File: src/rtl/soc_pkg.sv
// Shared SoC definitions for the DMA engine: FSM state encoding and register word offsets.
package soc_pkg;

    typedef enum logic [2:0] {
        ST_IDLE,
        ST_RD_ADDR,
        ST_RD_DATA,
        ST_WR,
        ST_WR_RESP,
        ST_DONE
    } dma_state_e;

    // Register offsets as word index (byte address bits [4:2])
    localparam logic [2:0] DMA_REG_SRC    = 3'd0;
    localparam logic [2:0] DMA_REG_DST    = 3'd1;
    localparam logic [2:0] DMA_REG_LEN    = 3'd2;
    localparam logic [2:0] DMA_REG_CTRL   = 3'd3;
    localparam logic [2:0] DMA_REG_STATUS = 3'd4;

endpackage

File: src/rtl/axi_lite_dma_regs.sv
// AXI-lite slave handshake and configuration register file for the DMA engine.
// Exports a raw start pulse and a done-clear pulse; the engine decides whether to honour start.
module axi_lite_dma_regs
    import soc_pkg::*;
#(
    parameter int ADDR_W = 32,
    parameter int LEN_W  = 16
) (
    input  logic              clk,
    input  logic              rst,
    input  logic [ADDR_W-1:0] s_awaddr,
    input  logic              s_awvalid,
    output logic              s_awready,
    input  logic [31:0]       s_wdata,
    input  logic [3:0]        s_wstrb,
    input  logic              s_wvalid,
    output logic              s_wready,
    output logic              s_bvalid,
    input  logic              s_bready,
    input  logic [ADDR_W-1:0] s_araddr,
    input  logic              s_arvalid,
    output logic              s_arready,
    output logic [31:0]       s_rdata,
    output logic              s_rvalid,
    input  logic              s_rready,
    input  logic              busy,
    input  logic              done,
    output logic              start,
    output logic              done_clr,
    output logic [ADDR_W-1:0] cfg_src,
    output logic [ADDR_W-1:0] cfg_dst,
    output logic [LEN_W-1:0]  cfg_len
);

    logic              bvalid_q, bvalid_d;
    logic              rvalid_q, rvalid_d;
    logic [31:0]       rdata_q, rdata_d;
    logic [ADDR_W-1:0] src_q, src_d, dst_q, dst_d;
    logic [LEN_W-1:0]  len_q, len_d;
    logic [2:0]        woff, roff;
    logic              wr_fire, rd_fire;
    logic [31:0]       rmux;
    logic              unused;

    assign woff      = s_awaddr[4:2];
    assign roff      = s_araddr[4:2];
    assign wr_fire   = s_awvalid && s_wvalid && !bvalid_q && !rvalid_q;
    assign s_awready = wr_fire;
    assign s_wready  = wr_fire;
    // A write that is ready to go takes priority over a read arriving the same cycle
    assign s_arready = !rvalid_q && !bvalid_q && !(s_awvalid && s_wvalid);
    assign rd_fire   = s_arvalid && s_arready;

    assign start    = wr_fire && (woff == DMA_REG_CTRL) && s_wdata[0];
    assign done_clr = wr_fire && (woff == DMA_REG_STATUS) && s_wdata[1];

    assign s_bvalid = bvalid_q;
    assign s_rvalid = rvalid_q;
    assign s_rdata  = rdata_q;
    assign cfg_src  = src_q;
    assign cfg_dst  = dst_q;
    assign cfg_len  = len_q;
    assign unused   = ^{s_awaddr[ADDR_W-1:5], s_awaddr[1:0], s_araddr[ADDR_W-1:5], s_araddr[1:0], s_wstrb};

    always_comb begin
        rmux = 32'd0;
        case (roff)
            DMA_REG_SRC:    rmux = 32'(src_q);
            DMA_REG_DST:    rmux = 32'(dst_q);
            DMA_REG_LEN:    rmux = 32'(len_q);
            DMA_REG_STATUS: rmux = {30'd0, done, busy};
            default:        rmux = 32'd0;
        endcase
    end

    always_comb begin
        bvalid_d = bvalid_q;
        rvalid_d = rvalid_q;
        rdata_d  = rdata_q;
        src_d    = src_q;
        dst_d    = dst_q;
        len_d    = len_q;
        if (wr_fire)       bvalid_d = 1'b1;
        else if (s_bready) bvalid_d = 1'b0;
        if (rd_fire) begin
            rvalid_d = 1'b1;
            rdata_d  = rmux;
        end else if (s_rready) begin
            rvalid_d = 1'b0;
        end
        if (wr_fire && !busy) begin
            case (woff)
                DMA_REG_SRC: src_d = ADDR_W'(s_wdata);
                DMA_REG_DST: dst_d = ADDR_W'(s_wdata) & ~ADDR_W'(3);
                DMA_REG_LEN: len_d = LEN_W'(s_wdata);
                default: ;
            endcase
        end
    end

    always_ff @(posedge clk) begin
        if (rst) begin
            bvalid_q <= 1'b0;
            rvalid_q <= 1'b0;
            rdata_q  <= 32'd0;
            src_q    <= '0;
            dst_q    <= '0;
            len_q    <= '0;
        end else begin
            bvalid_q <= bvalid_d;
            rvalid_q <= rvalid_d;
            rdata_q  <= rdata_d;
            src_q    <= src_d;
            dst_q    <= dst_d;
            len_q    <= len_d;
        end
    end

endmodule

File: src/rtl/axi_lite_dma.sv
// Word-copy DMA engine: AXI-lite config slave plus a single-outstanding AXI-lite master
// that reads one word from SRC and writes it to DST, LEN times, then pulses irq_done.
module axi_lite_dma
    import soc_pkg::*;
#(
    parameter int ADDR_W = 32,
    parameter int DATA_W = 32,
    parameter int LEN_W  = 16
) (
    input  logic              clk,
    input  logic              rst,
    input  logic [ADDR_W-1:0] s_awaddr,
    input  logic              s_awvalid,
    output logic              s_awready,
    input  logic [31:0]       s_wdata,
    input  logic [3:0]        s_wstrb,
    input  logic              s_wvalid,
    output logic              s_wready,
    output logic              s_bvalid,
    input  logic              s_bready,
    input  logic [ADDR_W-1:0] s_araddr,
    input  logic              s_arvalid,
    output logic              s_arready,
    output logic [31:0]       s_rdata,
    output logic              s_rvalid,
    input  logic              s_rready,
    output logic [ADDR_W-1:0] m_awaddr,
    output logic              m_awvalid,
    input  logic              m_awready,
    output logic [DATA_W-1:0] m_wdata,
    output logic [3:0]        m_wstrb,
    output logic              m_wvalid,
    input  logic              m_wready,
    input  logic              m_bvalid,
    output logic              m_bready,
    output logic [ADDR_W-1:0] m_araddr,
    output logic              m_arvalid,
    input  logic              m_arready,
    input  logic [DATA_W-1:0] m_rdata,
    input  logic              m_rvalid,
    output logic              m_rready,
    output logic              irq_done
);

    dma_state_e        state_q, state_d;
    logic [ADDR_W-1:0] cur_src_q, cur_src_d, cur_dst_q, cur_dst_d;
    logic [LEN_W-1:0]  remain_q, remain_d;
    logic [DATA_W-1:0] data_q, data_d;
    logic              aw_ok_q, aw_ok_d, w_ok_q, w_ok_d;
    logic              done_q, done_d;
    logic              busy, start, done_clr;
    logic [ADDR_W-1:0] cfg_src, cfg_dst;
    logic [LEN_W-1:0]  cfg_len;

    assign busy     = (state_q != ST_IDLE) && (state_q != ST_DONE);
    assign m_araddr = cur_src_q;
    assign m_awaddr = cur_dst_q;
    assign m_wdata  = data_q;
    assign m_wstrb  = 4'hF;

    axi_lite_dma_regs #(.ADDR_W(ADDR_W), .LEN_W(LEN_W)) u_regs (
        .clk(clk), .rst(rst),
        .s_awaddr(s_awaddr), .s_awvalid(s_awvalid), .s_awready(s_awready),
        .s_wdata(s_wdata), .s_wstrb(s_wstrb), .s_wvalid(s_wvalid), .s_wready(s_wready),
        .s_bvalid(s_bvalid), .s_bready(s_bready),
        .s_araddr(s_araddr), .s_arvalid(s_arvalid), .s_arready(s_arready),
        .s_rdata(s_rdata), .s_rvalid(s_rvalid), .s_rready(s_rready),
        .busy(busy), .done(done_q), .start(start), .done_clr(done_clr),
        .cfg_src(cfg_src), .cfg_dst(cfg_dst), .cfg_len(cfg_len)
    );

    always_comb begin
        state_d   = state_q;
        cur_src_d = cur_src_q;
        cur_dst_d = cur_dst_q;
        remain_d  = remain_q;
        data_d    = data_q;
        aw_ok_d   = aw_ok_q;
        w_ok_d    = w_ok_q;
        m_arvalid = 1'b0;
        m_rready  = 1'b0;
        m_awvalid = 1'b0;
        m_wvalid  = 1'b0;
        m_bready  = 1'b0;
        irq_done  = 1'b0;
        case (state_q)
            ST_IDLE, ST_DONE: begin
                irq_done = (state_q == ST_DONE);
                state_d  = ST_IDLE;
                if (start) begin
                    if (cfg_len == '0) begin
                        state_d = ST_DONE;
                    end else begin
                        cur_src_d = cfg_src;
                        cur_dst_d = cfg_dst;
                        remain_d  = cfg_len;
                        state_d   = ST_RD_ADDR;
                    end
                end
            end
            ST_RD_ADDR: begin
                m_arvalid = 1'b1;
                if (m_arready) state_d = ST_RD_DATA;
            end
            ST_RD_DATA: begin
                m_rready = 1'b1;
                if (m_rvalid) begin
                    data_d  = m_rdata;
                    state_d = ST_WR;
                end
            end
            ST_WR: begin
                // AW and W complete independently; each valid drops once its own handshake is seen
                m_awvalid = !aw_ok_q;
                m_wvalid  = !w_ok_q;
                aw_ok_d   = aw_ok_q || m_awready;
                w_ok_d    = w_ok_q || m_wready;
                if (aw_ok_d && w_ok_d) begin
                    aw_ok_d = 1'b0;
                    w_ok_d  = 1'b0;
                    state_d = ST_WR_RESP;
                end
            end
            ST_WR_RESP: begin
                m_bready = 1'b1;
                if (m_bvalid) begin
                    cur_src_d = cur_src_q + ADDR_W'(4);
                    cur_dst_d = cur_dst_q + ADDR_W'(4);
                    remain_d  = remain_q - LEN_W'(1);
                    state_d   = (remain_q == LEN_W'(1)) ? ST_DONE : ST_RD_ADDR;
                end
            end
            default: state_d = ST_IDLE;
        endcase
        // Entering DONE overrides a simultaneous firmware clear
        done_d = done_q;
        if (done_clr)             done_d = 1'b0;
        if (state_d == ST_DONE)   done_d = 1'b1;
    end

    always_ff @(posedge clk) begin
        if (rst) begin
            state_q   <= ST_IDLE;
            cur_src_q <= '0;
            cur_dst_q <= '0;
            remain_q  <= '0;
            data_q    <= '0;
            aw_ok_q   <= 1'b0;
            w_ok_q    <= 1'b0;
            done_q    <= 1'b0;
        end else begin
            state_q   <= state_d;
            cur_src_q <= cur_src_d;
            cur_dst_q <= cur_dst_d;
            remain_q  <= remain_d;
            data_q    <= data_d;
            aw_ok_q   <= aw_ok_d;
            w_ok_q    <= w_ok_d;
            done_q    <= done_d;
        end
    end

endmodule

File: config.mk
export PLATFORM = sky130hd
export DESIGN_NAME = axi_lite_dma
export DESIGN_NICKNAME = d
export VERILOG_FILES = /design/src/rtl/soc_pkg.sv /design/src/rtl/axi_lite_dma_regs.sv /design/src/rtl/axi_lite_dma.sv
export SDC_FILE = /design/constraint.sdc
export NUM_CORES = 1
export LEC_CHECK = 0
export BUFFER_PORTS_ARGS = -buffer_cell sky130_fd_sc_hd__buf_2
export CORE_UTILIZATION = 53
export CTS_CLUSTER_DIAMETER = 40
export CTS_CLUSTER_SIZE = 16
export DETAILED_ROUTE_END_ITERATION = 6
export GPL_ROUTABILITY_DRIVEN = 0
export PLACE_DENSITY_LB_ADDON = 0.1
export SETUP_SLACK_MARGIN = 0.2
export SLEW_MARGIN = 20
export SYNTH_ARGS = -nofsm -noshare
export SYNTH_HDL_FRONTEND = slang
export SYNTH_SLANG_ARGS = --single-unit
File: constraint.sdc
create_clock -name clk -period 2.6 [get_ports clk]
set_clock_uncertainty 0.2 [all_clocks]
set_input_delay 0.13 -clock clk [delete_from_list [all_inputs] [get_ports clk]]
set_output_delay 0.13 -clock clk [all_outputs]
set_load 0.005 [all_outputs]
==> results of run 1 <==
==> synth_stat cells, types with 7 or more instances <==
library cell / n / area share [%]
and3_1: 7 / 0.40
inv_1: 19 / 0.65
nand4_1: 38 / 2.2
o32ai_1: 11 / 0.88
and2_1: 12 / 0.69
mux2i_1: 80 / 7.4
a21o_1: 14 / 0.96
a22oi_1: 19 / 1.3
buf_2: 14 / 0.64
buf_4: 8 / 0.55
clkbuf_1: 87 / 3.0
a21oi_1: 172 / 7.9
o21ai_0: 79 / 3.6
nand3_1: 29 / 1.3
o31a_1: 12 / 0.96
dfxtp_1: 228 / 42
nor4_1: 14 / 0.80
a31oi_1: 18 / 1.0
nor3_1: 36 / 1.7
nor2_1: 149 / 5.1
nand2_1: 237 / 8.2
o21a_1: 7 / 0.48
==> state kept, by name (all words and copies together), names as in the netlist <==
| register | count |
|---|---|
| state_q | 3 |
| u_regs.s_rdata | 32 |
| w_ok_q | 1 |
| aw_ok_q | 1 |
| u_regs.cfg_src | 32 |
| u_regs.s_rvalid | 1 |
| remain_q | 16 |
| u_regs.s_bvalid | 1 |
| m_awaddr | 30 |
| u_regs.cfg_dst | 30 |
| m_araddr | 32 |
| done_q | 1 |
| u_regs.cfg_len | 16 |
| m_wdata | 32 |
==> repair_timing <==
| item | in CTS | in global routing |
|---|---|---|
| hold buffers | 85 | 0 |
| setup endpoints to repair | 0 | 47 |
| endpoints found under the hold margin | 154 | 0 |
| gates resized for setup | 0 | 9 |
| setup buffers | 0 | 2 |
==> layer usage <==
metal  vias up  global-route usage, %  wire (um)
li1       5536                      -          -
met1      5412                   41.1      14900
met2       468                   55.1      17100
met3        99                   5.39       2390
met4         0                   20.8       2140
met5         -                      0          0
==> placed cells by master, fill, tap and decap left out, types with 8 or more instances in the layout <==
| cell | instances |
|---|---|
| a21o_1 | 14 |
| o31a_1 | 12 |
| nand4_1 | 38 |
| dlygate4sd3_1 | 85 |
| nor3_1 | 36 |
| inv_1 | 19 |
| o21ai_0 | 78 |
| buf_2 | 217 |
| o32ai_1 | 11 |
| a31oi_1 | 18 |
| clkbuf_16 | 37 |
| nor4_1 | 11 |
| and2_1 | 12 |
| nand3_1 | 29 |
| a22oi_1 | 19 |
| mux2i_1 | 80 |
| a21oi_1 | 172 |
| clkbuf_8 | 8 |
| nor2_1 | 149 |
| nand2_1 | 237 |
| dfxtp_1 | 227 |
| buf_4 | 55 |
==> where the power goes <==
| group | leakage (nW) | switching, W | internal (W) |
|---|---|---|---|
| Combinational | 3.66 | 0.000255 | 0.000209 |
| Sequential | 1.84 | 0.0000249 | 0.00352 |
| Clock | 0.598 | 0.00172 | 0.00314 |
==> through the flow <==
stage / std cells / util (%) / setup WS [ns]
6_report: 1985 / 71.8 / 0.267
2_1_floorplan: 1401 / - / 0.454
4_1_cts: 1983 / 71.5 / 0.247
3_5_place_dp: 1833 / 61.1 / 0.255
5_1_grt: 1985 / 71.8 / 0.177
3_3_place_gp: 1833 / 61.1 / 0.272
==> area by class of cell <==
type                            instances  area, um2
Tap cell                              270        338
Clock inverter                         16        180
Multi-Input combinational cell       1039       5830
Inverter                               21       78.8
Clock buffer                           49       1050
Fill cell                            1634       5690
Sequential cell                       228       4570
Timing Repair Buffer                  362       2440
==> worst register-to-register path, stage by stage, from the launching register on <==
cell,delay (ns)
dfxtp_1,0.34
nand4bb_4,0.29
buf_4,0.18
nor4_2,0.40
nand3b_1,0.17
buf_4,0.30
mux2i_1,0.26
nor2_1,0.06
==> cell families after synthesis <==
logic type,after synthesis,synth area share [%]
other cells,2,0.0689
compound gates,379,21.0
fa+ha+maj,4,0.459
mux,80,7.35
buf+inv,134,5.26
flops,228,41.9
simple gates,569,23.9
xor+xnor,1,0.0804
==> worst paths after layout <==
kind,startpoint,endpoint,slack (ns)
setup / recovery,u_regs.s_bvalid,u_regs.cfg_dst[11],0.27
hold reg to reg,m_wdata[20],m_wdata[20],0.25
hold / removal,m_rvalid,m_wdata[4],0.03
setup reg to reg,u_regs.s_bvalid,u_regs.cfg_dst[11],0.27
==> flow_summary_export.csv, run 1 <==
group,metric,value,unit
run_status,status,"completed",
clock_tree,clk_latency,0.51,ns
power,power,0.00886,W
power,vdd_drop_max,0.000516,V
worst_setup_path,critPathSlowestCell,"nor4_2",
worst_setup_path,path_delay_family,"simple AND/OR/NAND/NOR gates",
floorplanning,initial_utilization,54.0,%
synthesis,async_flop_share,0,%
timing,whs,0.0267,ns
finish,drive_above_1_share,21.3,%
worst_setup_path,crit_cells,7,
worst_setup_path,cp.arrival,2.50,ns
timing,rsz0062_at_grt,"yes",
clock_tree,htree_levels,2,
flow_run,maxCapViolCount,0,
floorplanning,dieHeight,145,um
timing,finalHoldViolCount,0,
place,placed_cell_area,12300,um2
timing,setup_viol,0,
routing,num_vias,11500,
finish,final_nets,1837,
place,dpl.hpwl,24.2,mm
clock_tree,tritoncts,"done",
timing,fin_crit_sh,89.7,%
global_routing,grt_pass1_wl,56.5,mm
clock_tree,cts_sinks,228,
synthesis,synth_cells,1397,
timing,tns,0,ns
synthesis,ys_ff_latch,228,
floorplanning,die_w,145,um
routing,drt_pass1_iterations,5,
worst_hold_path,hold_path.class,"input pin to register",
routing,viasPerCell,5.80,
synthesis,yosysUniqueCellTypes,66,
worst_setup_path,end_kind,"register",
routing,drtIter0Drc,927,
global_routing,grt_pass1_vias,10600,
floorplanning,ioPinCount,287,
synthesis,synth_seq_area_share,41.9,%
global_routing,grt_overflow,0,
worst_hold_path,min_path_cells,5,
global_routing,antenna_found_initial,0,
worst_setup_path,cpPeakStageDelay,0.40,ns
worst_setup_path,path_buf_inv,2,
routing,wl_per_cell,18.4,um
clock_tree,clk_pin_slew,0.05,ns
timing,finalMaxSlewViolations,0,
floorplanning,num_rows,52,
routing,postRouteAntennaNets,0,
timing,min_period,2.33,ns
place,io_buffers,218,
clock_tree,cts-root-buf,"clkbuf_16",
timing,slew_headroom,54.2,%
synthesis,syn-cell-area,10900,um2
worst_setup_path,required,2.76,ns
synthesis,ys.flop_type,"dfxtp_1",
synthesis,yosys_warnings,0,
timing,max_freq,429,MHz
finish,antenna_cells,0,
finish,area_growth,33.0,%
worst_setup_path,critPathLaunchType,"register",
power,powerDensity,612,nW/um2
floorplanning,core,20200,um2
finish,final_cell_area,14500,um2
worst_setup_path,path_cells,"nand4bb_4, buf_4, nor4_2, nand3b_1, buf_4, mux2i_1, nor2_1",
floorplanning,dieArea,21100,um2
global_routing,grt_use_total,33.5,%
worst_setup_path,crit_type,"register to register",
global_routing,grt_start_max_net_pins,125,
worst_setup_path,reg2regPathDepth,7,
routing,finalWirelength,36.4,mm
synthesis,synth_area_per_cell,7.80,um2
routing,drc,0,
worst_setup_path,cp_max_fo,23,
synthesis,synth-edff-count,0,
timing,worst_pin_slew,0.684,ns
clock_tree,clk_path_buf_depth,3,
clock_tree,numCtsBuffers,37,
power,leakage,6.10,nW
worst_setup_path,crit_top_cell,"buf_4",
Power figures use the tool's default switching activity.
==> run 2, diff against run 1 <==
--- a/config.mk
+++ b/config.mk
@@ -11,7 +11,9 @@
 export CTS_CLUSTER_SIZE = 16
 export DETAILED_ROUTE_END_ITERATION = 6
 export GPL_ROUTABILITY_DRIVEN = 0
+export HOLD_SLACK_MARGIN = 0.1
 export PLACE_DENSITY_LB_ADDON = 0.1
+export REMOVE_ABC_BUFFERS = 1
 export SETUP_SLACK_MARGIN = 0.2
 export SLEW_MARGIN = 20
 export SYNTH_ARGS = -nofsm -noshare
==> flow_summary_export.csv, run 2 (synthesized netlist as in run 1, its figures left out) <==
group,metric,value,unit
finish,multi_input_area,5850,um2
floorplanning,dieArea,21100,um2
routing,wl_per_cell,19.0,um
worst_setup_path,cp_max_fo,58,
finish,final_cell_area,14800,um2
finish,most-common-layout-cells,"nand2_1 (236), dfxtp_1 (228), buf_2 (217)",
global_routing,met3_usage,7.55,%
timing,worst_pin_slew,0.672,ns
worst_setup_path,required,2.82,ns
worst_hold_path,hold_path.class,"input pin to register",
timing,finalHoldViolCount,0,
clock_tree,cts_sinks,228,
place,dpl.hpwl,22.8,mm
finish,final_nets,1864,
clock_tree,tritoncts,"done",
floorplanning,ioPinCount,287,
place,placed_cell_area,12400,um2
timing,setup_viol,0,
power,swShare,22.4,%
floorplanning,initial_utilization,54.0,%
clock_tree,clk_latency,0.50,ns
floorplanning,dieHeight,145,um
clock_tree,htree_levels,2,
global_routing,use_met2,57.2,%
routing,drc,0,
global_routing,antenna_found_initial,0,
global_routing,grt_overflow,0,
power,leakage,6.12,nW
routing,finalWirelength,38.2,mm
finish,layout.cells.most_common,"nand2_1",
power,seqPwrFrac,38.6,%
routing,drtIter0Drc,998,
finish,fillCellCount,1493,
floorplanning,num_rows,52,
routing,postRouteAntennaNets,0,
power,comb_power_share,5.4,%
power,internal_power,0.00711,W
worst_setup_path,crit_type,"register to register",
clock_tree,numCtsBuffers,36,
clock_tree,clk_path_buf_depth,3,
floorplanning,die_w,145,um
worst_setup_path,end_kind,"register",
power,power,0.00917,W
global_routing,grt.busiest_layer,"met2",
power,p_sw,0.00206,W
worst_setup_path,critPathLaunchType,"register",
clock_tree,cts-root-buf,"clkbuf_16",
run_status,status,"completed",
floorplanning,core,20200,um2
flow_run,maxCapViolCount,0,
routing,viasPerCell,5.95,
timing,rsz0062_at_grt,"yes",
power,powerDensity,618,nW/um2
place,io_buffers,218,
global_routing,gr-usage-met1,44.9,%
routing,drt_pass1_iterations,7,
timing,slew_headroom,55.0,%
global_routing,grt_pass1_wl,59.6,mm
global_routing,grt_pass1_vias,11300,
worst_setup_path,cp.arrival,2.58,ns
global_routing,grt_start_max_net_pins,112,
clock_tree,clk_pin_slew,0.05,ns
timing,finalMaxSlewViolations,0,
finish,antenna_cells,0,
power,vdd_drop_max,0.000535,V
timing,whs,0.122,ns
timing,min_period,2.36,ns
timing,max_freq,423,MHz
timing,fin_crit_sh,90.9,%
routing,num_vias,12000,
global_routing,grt_use_total,35.0,%
finish,drive_above_1_share,21.3,%
finish,seqCellArea,4560,um2
power,clkPwrFrac,56.0,%
finish,area_growth,36.2,%
-- run 2: cell count changes in the layout (fill, tap and decap cells not counted), sizes merged --
cell	delta
clkinvlp	+3
dlygate4sd3	+27
clkinv	-5
bufinv	+4
clkbuf	-6
buf	+1
inv	+1
-- run 2: layout make-up --
cell class,count,area share [%]
multi-input combinational,1039,39.5
inverter,21,0.531
timing repair buffer,390,18.4
tap,270,2.28
clock inverter,19,2.02
sequential,228,30.8
clock buffer,43,6.59
-- run 2: metal layers --
layer,routed length (um),share of wire (%)
met1,15600,41
met2,17800,47
met3,3340,8.7
met4,1420,3.7
met5,0,0
-- run 2: repair_timing --
item	CTS	global route
setup buffers	0	1
hold buffers	112	0
setup endpoints to repair	4	68
pin swaps	0	2
resized for setup	1	15
endpoints found under the hold margin	178	0
-- run 2: worst max-delay path, cell delays in order (launching register included) --
cell and delay (ns):
dfxtp_1 0.35, nand4bb_4 0.30, nor4_2 0.28, buf_4 0.18
a21oi_4 0.07, buf_12 0.18, or4_1 0.52, a31oi_1 0.16
-- run 2: stage by stage --
step	setup slack, ns	setup TNS, ns	utilization, %	std cells
final	0.237	0	73.6	2010
after floorplan	-2.12	-162.90	-	1288
after detailed placement	0.233	0	61.2	1835
after global placement	0.239	0	61.2	1835
after CTS	0.227	0	73.2	2009
after global routing	0.130	0	73.6	2010
-- run 2: worst paths after layout --
path	start	endpoint	slack, ns	depth (start not counted)
worst max-delay path	u_regs.s_bvalid	m_awaddr[31]	0.24	7
worst min-delay path	s_araddr[3]	u_regs.s_rdata[1]	0.12	5
worst max register to register	u_regs.s_bvalid	m_awaddr[31]	0.24	7
worst min register to register	m_wdata[18]	m_wdata[18]	0.26	2
-- run 2: power groups by stage --
stage	clock network [W]	registers [W]	logic, W
after floorplan	0	0.00360	0.000128
after global placement	0	0.00361	0.000369
after detailed placement	0	0.00361	0.000370
after CTS	0.00515	0.00353	0.000466
after global routing	0.00531	0.00354	0.000521
final	0.00514	0.00354	0.000494
